File: config.mk
export PLATFORM = sky130hd
export DESIGN_NAME = generador_pwm
export DESIGN_NICKNAME = d
export VERILOG_FILES = /design/src/rtl/generador_pwm_pkg.sv /design/src/rtl/generador_pwm_sync.sv /design/src/rtl/generador_pwm.sv
export SDC_FILE = /design/constraint.sdc
export NUM_CORES = 1
export LEC_CHECK = 0
export BUFFER_PORTS_ARGS = -buffer_cell sky130_fd_sc_hd__buf_2
export CAP_MARGIN = 20
export CORE_ASPECT_RATIO = 1.2
export CORE_MARGIN = 1.5
export CORE_UTILIZATION = 35
export CTS_CLUSTER_DIAMETER = 80
export DETAILED_ROUTE_END_ITERATION = 10
export PLACE_DENSITY = 0.61
export SLEW_MARGIN = 20
export SYNTH_ARGS = -nofsm -noshare
export SYNTH_HDL_FRONTEND = slang
export SYNTH_SLANG_ARGS = --single-unit
File: constraint.sdc
create_clock -name clk -period 1.5 [get_ports clk]
set_clock_uncertainty 0.1 [all_clocks]
set_input_delay 0.075 -clock clk [delete_from_list [all_inputs] [get_ports clk]]
set_output_delay 0.075 -clock clk [all_outputs]
set_load 0.01 [all_outputs]
File: src/rtl/generador_pwm_pkg.sv
// Shared constants for the PWM output stage and its cs edge detector.
package generador_pwm_pkg;
  localparam int         PWM_WIDTH = 11;
  localparam logic [2:0] SYNC_IDLE = 3'b111;
endpackage

File: src/rtl/generador_pwm_sync.sv
// Two-flop synchronizer plus edge register; pulses fall for one clk on a high->low input.
module sincronizador_flanco
  import generador_pwm_pkg::*;
(
  input  logic clk,
  input  logic reset,
  input  logic d,
  output logic fall
);
  // sh[0], sh[1] synchronize; sh[2] holds the previous synchronized level.
  logic [2:0] sh;

  always_ff @(posedge clk) begin
    if (reset) sh <= SYNC_IDLE;
    else       sh <= {sh[1:0], d};
  end

  assign fall = sh[2] & ~sh[1];
endmodule

File: src/rtl/generador_pwm.sv
// PWM output stage: duty word captured on cs fall, applied only at period boundaries.
module generador_pwm
  import generador_pwm_pkg::*;
#(
  parameter int WIDTH    = PWM_WIDTH,
  parameter int PRESCALE = 1
) (
  input  logic             clk,
  input  logic             reset,
  input  logic             cs,
  input  logic [WIDTH-1:0] duty_in,
  input  logic             en,
  output logic             pwm_out,
  output logic             period_start,
  output logic [WIDTH-1:0] duty_active
);
  localparam logic [WIDTH-1:0] CNT_MAX  = {{(WIDTH-1){1'b1}}, 1'b0};
  localparam int               PW       = (PRESCALE > 1) ? $clog2(PRESCALE) : 1;
  localparam logic [PW-1:0]    PRE_LAST = PW'(PRESCALE - 1);

  logic             fall;
  logic [WIDTH-1:0] cnt;
  logic [WIDTH-1:0] pending;
  logic             pend_vld;
  logic [PW-1:0]    pre;
  logic             en_d;
  logic             run, tick, wrap, load;

  sincronizador_flanco u_sync (
    .clk  (clk),
    .reset(reset),
    .d    (cs),
    .fall (fall)
  );

  // The first clk with en=1 is a lead-in: counter held at 0, period_start fires,
  // so a restarted period lines up exactly like one that follows a wrap.
  assign run  = en & en_d;
  assign tick = run & (pre == PRE_LAST);
  assign wrap = tick & (cnt == CNT_MAX);
  assign load = wrap | ~run;

  always_ff @(posedge clk) begin
    if (reset) begin
      pwm_out      <= 1'b0;
      period_start <= 1'b0;
      duty_active  <= '0;
      pending      <= '0;
      pend_vld     <= 1'b0;
      cnt          <= '0;
      pre          <= '0;
      en_d         <= 1'b0;
    end else begin
      en_d         <= en;
      period_start <= wrap | (en & ~en_d);
      pwm_out      <= run & (cnt < duty_active);

      if (!run) begin
        pre <= '0;
        cnt <= '0;
      end else begin
        pre <= tick ? '0 : pre + 1'b1;
        if (tick) cnt <= wrap ? '0 : cnt + 1'b1;
      end

      if (load && pend_vld) begin
        duty_active <= pending;
        pend_vld    <= 1'b0;
      end
      // A capture on the load clk wins over the clear: the new word waits a period.
      if (fall) begin
        pending  <= duty_in;
        pend_vld <= 1'b1;
      end
    end
  end
endmodule

==> run metrics <==
Critical Path AT 1680 ps; max-slew violation count 0; GRT Total Usage 15.24%; routability congestion estimate 0.7279; initial antenna violation count 0; fin worst setup slack -106.3 ps; Die W slightly below 70 um; Synth Register Bits 41; RSZ-0062 raised after global routing true; Req. time, crit path 1580 ps; CTS H-tree depth 2; CTS Sinks 41; final core utilization slightly above 50%; vias per cell 4.652; clock buffer depth 2; Mapped Area roughly 0.0018 mm^2; initial drt markers 31; VDD IR max 0.5535 mV; IO Port Bufs 27; Finished Layout Cells 330; total number of vias 1535; Setup TNS -1010 ps; Max Fanout on Critical Path 11; DP Area between 0.002 and 0.0025 mm^2; Worst Reg-to-Reg Cells 5; Initial Util 36.47%; worst skew pair latency 290 ps; Net count, final 296; CTS tree built; post-synthesis sequential area ratio 45.24%; largest net degree at the start of global routing 28; Mapped Cells 200; register-to-register setup slack -110 ps; Synth Area per Inst ~9.1 um^2; WHS 25.13 ps; Cell variety after synth 34; CORE AREA 0.004975 mm^2; DRT Pass-1 Iters 4; Max-Cap Viols 0; Reg clk slew, reported paths 80 ps; Worst R2R Start cnt[5]; number of routed nets with antenna violations 0; placed cells 308; diodes inserted 0; Multi-input gate area 996.0 um^2; Filler cells 480; Tmin final 1606 ps; critical path type flip-flop to flip-flop; ranking of synthesized cells by area dfxtp_1 45%, ha_1 8.3%, mux2i_1 6.1%; # IOs 28; Yosys top cell area share a little under half; Fmax between 600 and 700 MHz; vias in the first global route ~1400; largest area contributor in the netlist dfxtp_1; CTS Root Cell clkbuf_8; Hold Vio Cnt, Final 0; die area about 0.0056 mm^2; status finished with violations; Reg area between 800 and 900 um^2; Final Setup Violations 13; Setup crit end kind flip-flop; Net Count, Synth 227; Layout area overhead 40.21%; HP Class input pin to flip-flop; fin crit share 107.1%; Overflow after GRT 0; Worst Setup SP cnt[5]; post-route cell area approximately 0.0025 mm^2; final wirelength 4005 um; Critical Path Start Type flip-flop; proportion of layout cells with a drive suffix above 1 between 30% and 40%; Pleak 1.033 nW; first-pass GRT wire length 6389 um; CTS Buf Count 5; HPWL after DPL 2759 um; synth warn 0; DR WL/cell 12.14 um; CP Capture Point duty_active[7]; most frequent cells in the layout 31 x dfxtp_1, 27 x buf_2, 27 x buf_4, 26 x nand2_1, 25 x nor2_1; Power Density between 700 and 800 mW/mm^2; drt drc 0; most common cell after layout, fill and taps aside dfxtp_1; failing checks setup timing; row count 28; RR Endpoint duty_active[7]; die height 81.87 um
kinds of logic (layout without fill, tap and decap cells):
kind of cell	after synthesis	after routing	synth area share, %
AO/OA/AOI/OAI	25	25	9.793
XOR/XNOR	9	9	4.345
adder cells (fa/ha/maj)	12	12	8.276
buffers and inverters	22	91	5.172
flip-flops	41	41	45.24
multiplexers	11	11	6.069
other	1	1	0.2067
AND/OR/NAND/NOR	79	80	20.90
critical path, cell delays in order (launching register included):
cell,delay [ps]
dfxtp_4,370
nand4_4,150
o41ai_4,420
buf_12,190
mux2i_1,200
nor2_1,50
layout make-up:
class,instances,share of cell area [%]
Clock inverter,2,0.5411
Timing Repair Buffer,68,19.23
Multi-Input combinational cell,138,39.15
Inverter,15,2.213
Tap cell,60,2.951
Sequential cell,41,33.05
Clock buffer,6,2.853
sequential cells by signal, indices dropped and copies added, names as in the netlist:
name          flops
pending          11
period_start      1
u_sync.sh         3
cnt              11
pend_vld          1
duty_active      11
pre               1
pwm_out           1
en_d              1
worst min-delay path by stage:
stage	from	end	slack [ps]	cells after the start
after CTS	en	en_d	10	2
after floorplan	cs	u_sync.sh[0]	80	1
after detailed placement	cs	u_sync.sh[0]	160	2
after global routing	en	en_d	20	2
after global placement	cs	u_sync.sh[0]	160	2
final	en	en_d	30	2
cells in the mapped netlist (all sizes together):
cell and instances:
a2111oi 1, a211o 1, a211oi 2, a21bo 1
a21o 1, a21oi 13, buf 2, clkbuf 5
conb 1, dfxtp 41, ha 12, inv 15
mux2i 11, nand2 26, nand2b 3, nand3 3
nand3b 3, nand4 3, nand4b 1, nor2 25
nor2b 2, nor3 4, nor4 3, o2111ai 1
o21a 2, o21ai 1, o22ai 1, o41ai 1
or2 4, or3 2, xnor2 8, xor2 1
what timing repair did:
| item | CTS | global route |
|---|---|---|
| hold buffers | 12 | 0 |
| setup buffers | 0 | 1 |
| gates cloned | 0 | 1 |
| hold endpoints to repair | 12 | 0 |
| pin swaps | 1 | 2 |
| endpoints found under the setup margin | 23 | 25 |
| resized for setup | 2 | 18 |
per-layer routing:
layer,track usage [%],part of all wire (%)
met1,18.73,45
met2,26.25,51
met3,2.466,2.0
met4,5.882,1.1
met5,0,0
report_power, final:
part	total, W	internal, W	switching, W
logic	0.000128	0.0000716	0.0000566
clock network	0.000718	0.000329	0.000388
registers	0.00111	0.00110	0.0000107
total	0.00196	0.00150	0.000456
metrics by stage:
| step | setup slack (ps) | power (W) |
|---|---|---|
| after CTS | -91.30 | 0.001961 |
| after global placement | -119.4 | 0.001235 |
| final | -106.3 | 0.001958 |
| after global routing | -172.7 | 0.002040 |
| after detailed placement | -109.5 | 0.001238 |
| after floorplan | -46.97 | 0.001193 |
Note: power is estimated with default switching activity, not from simulation.
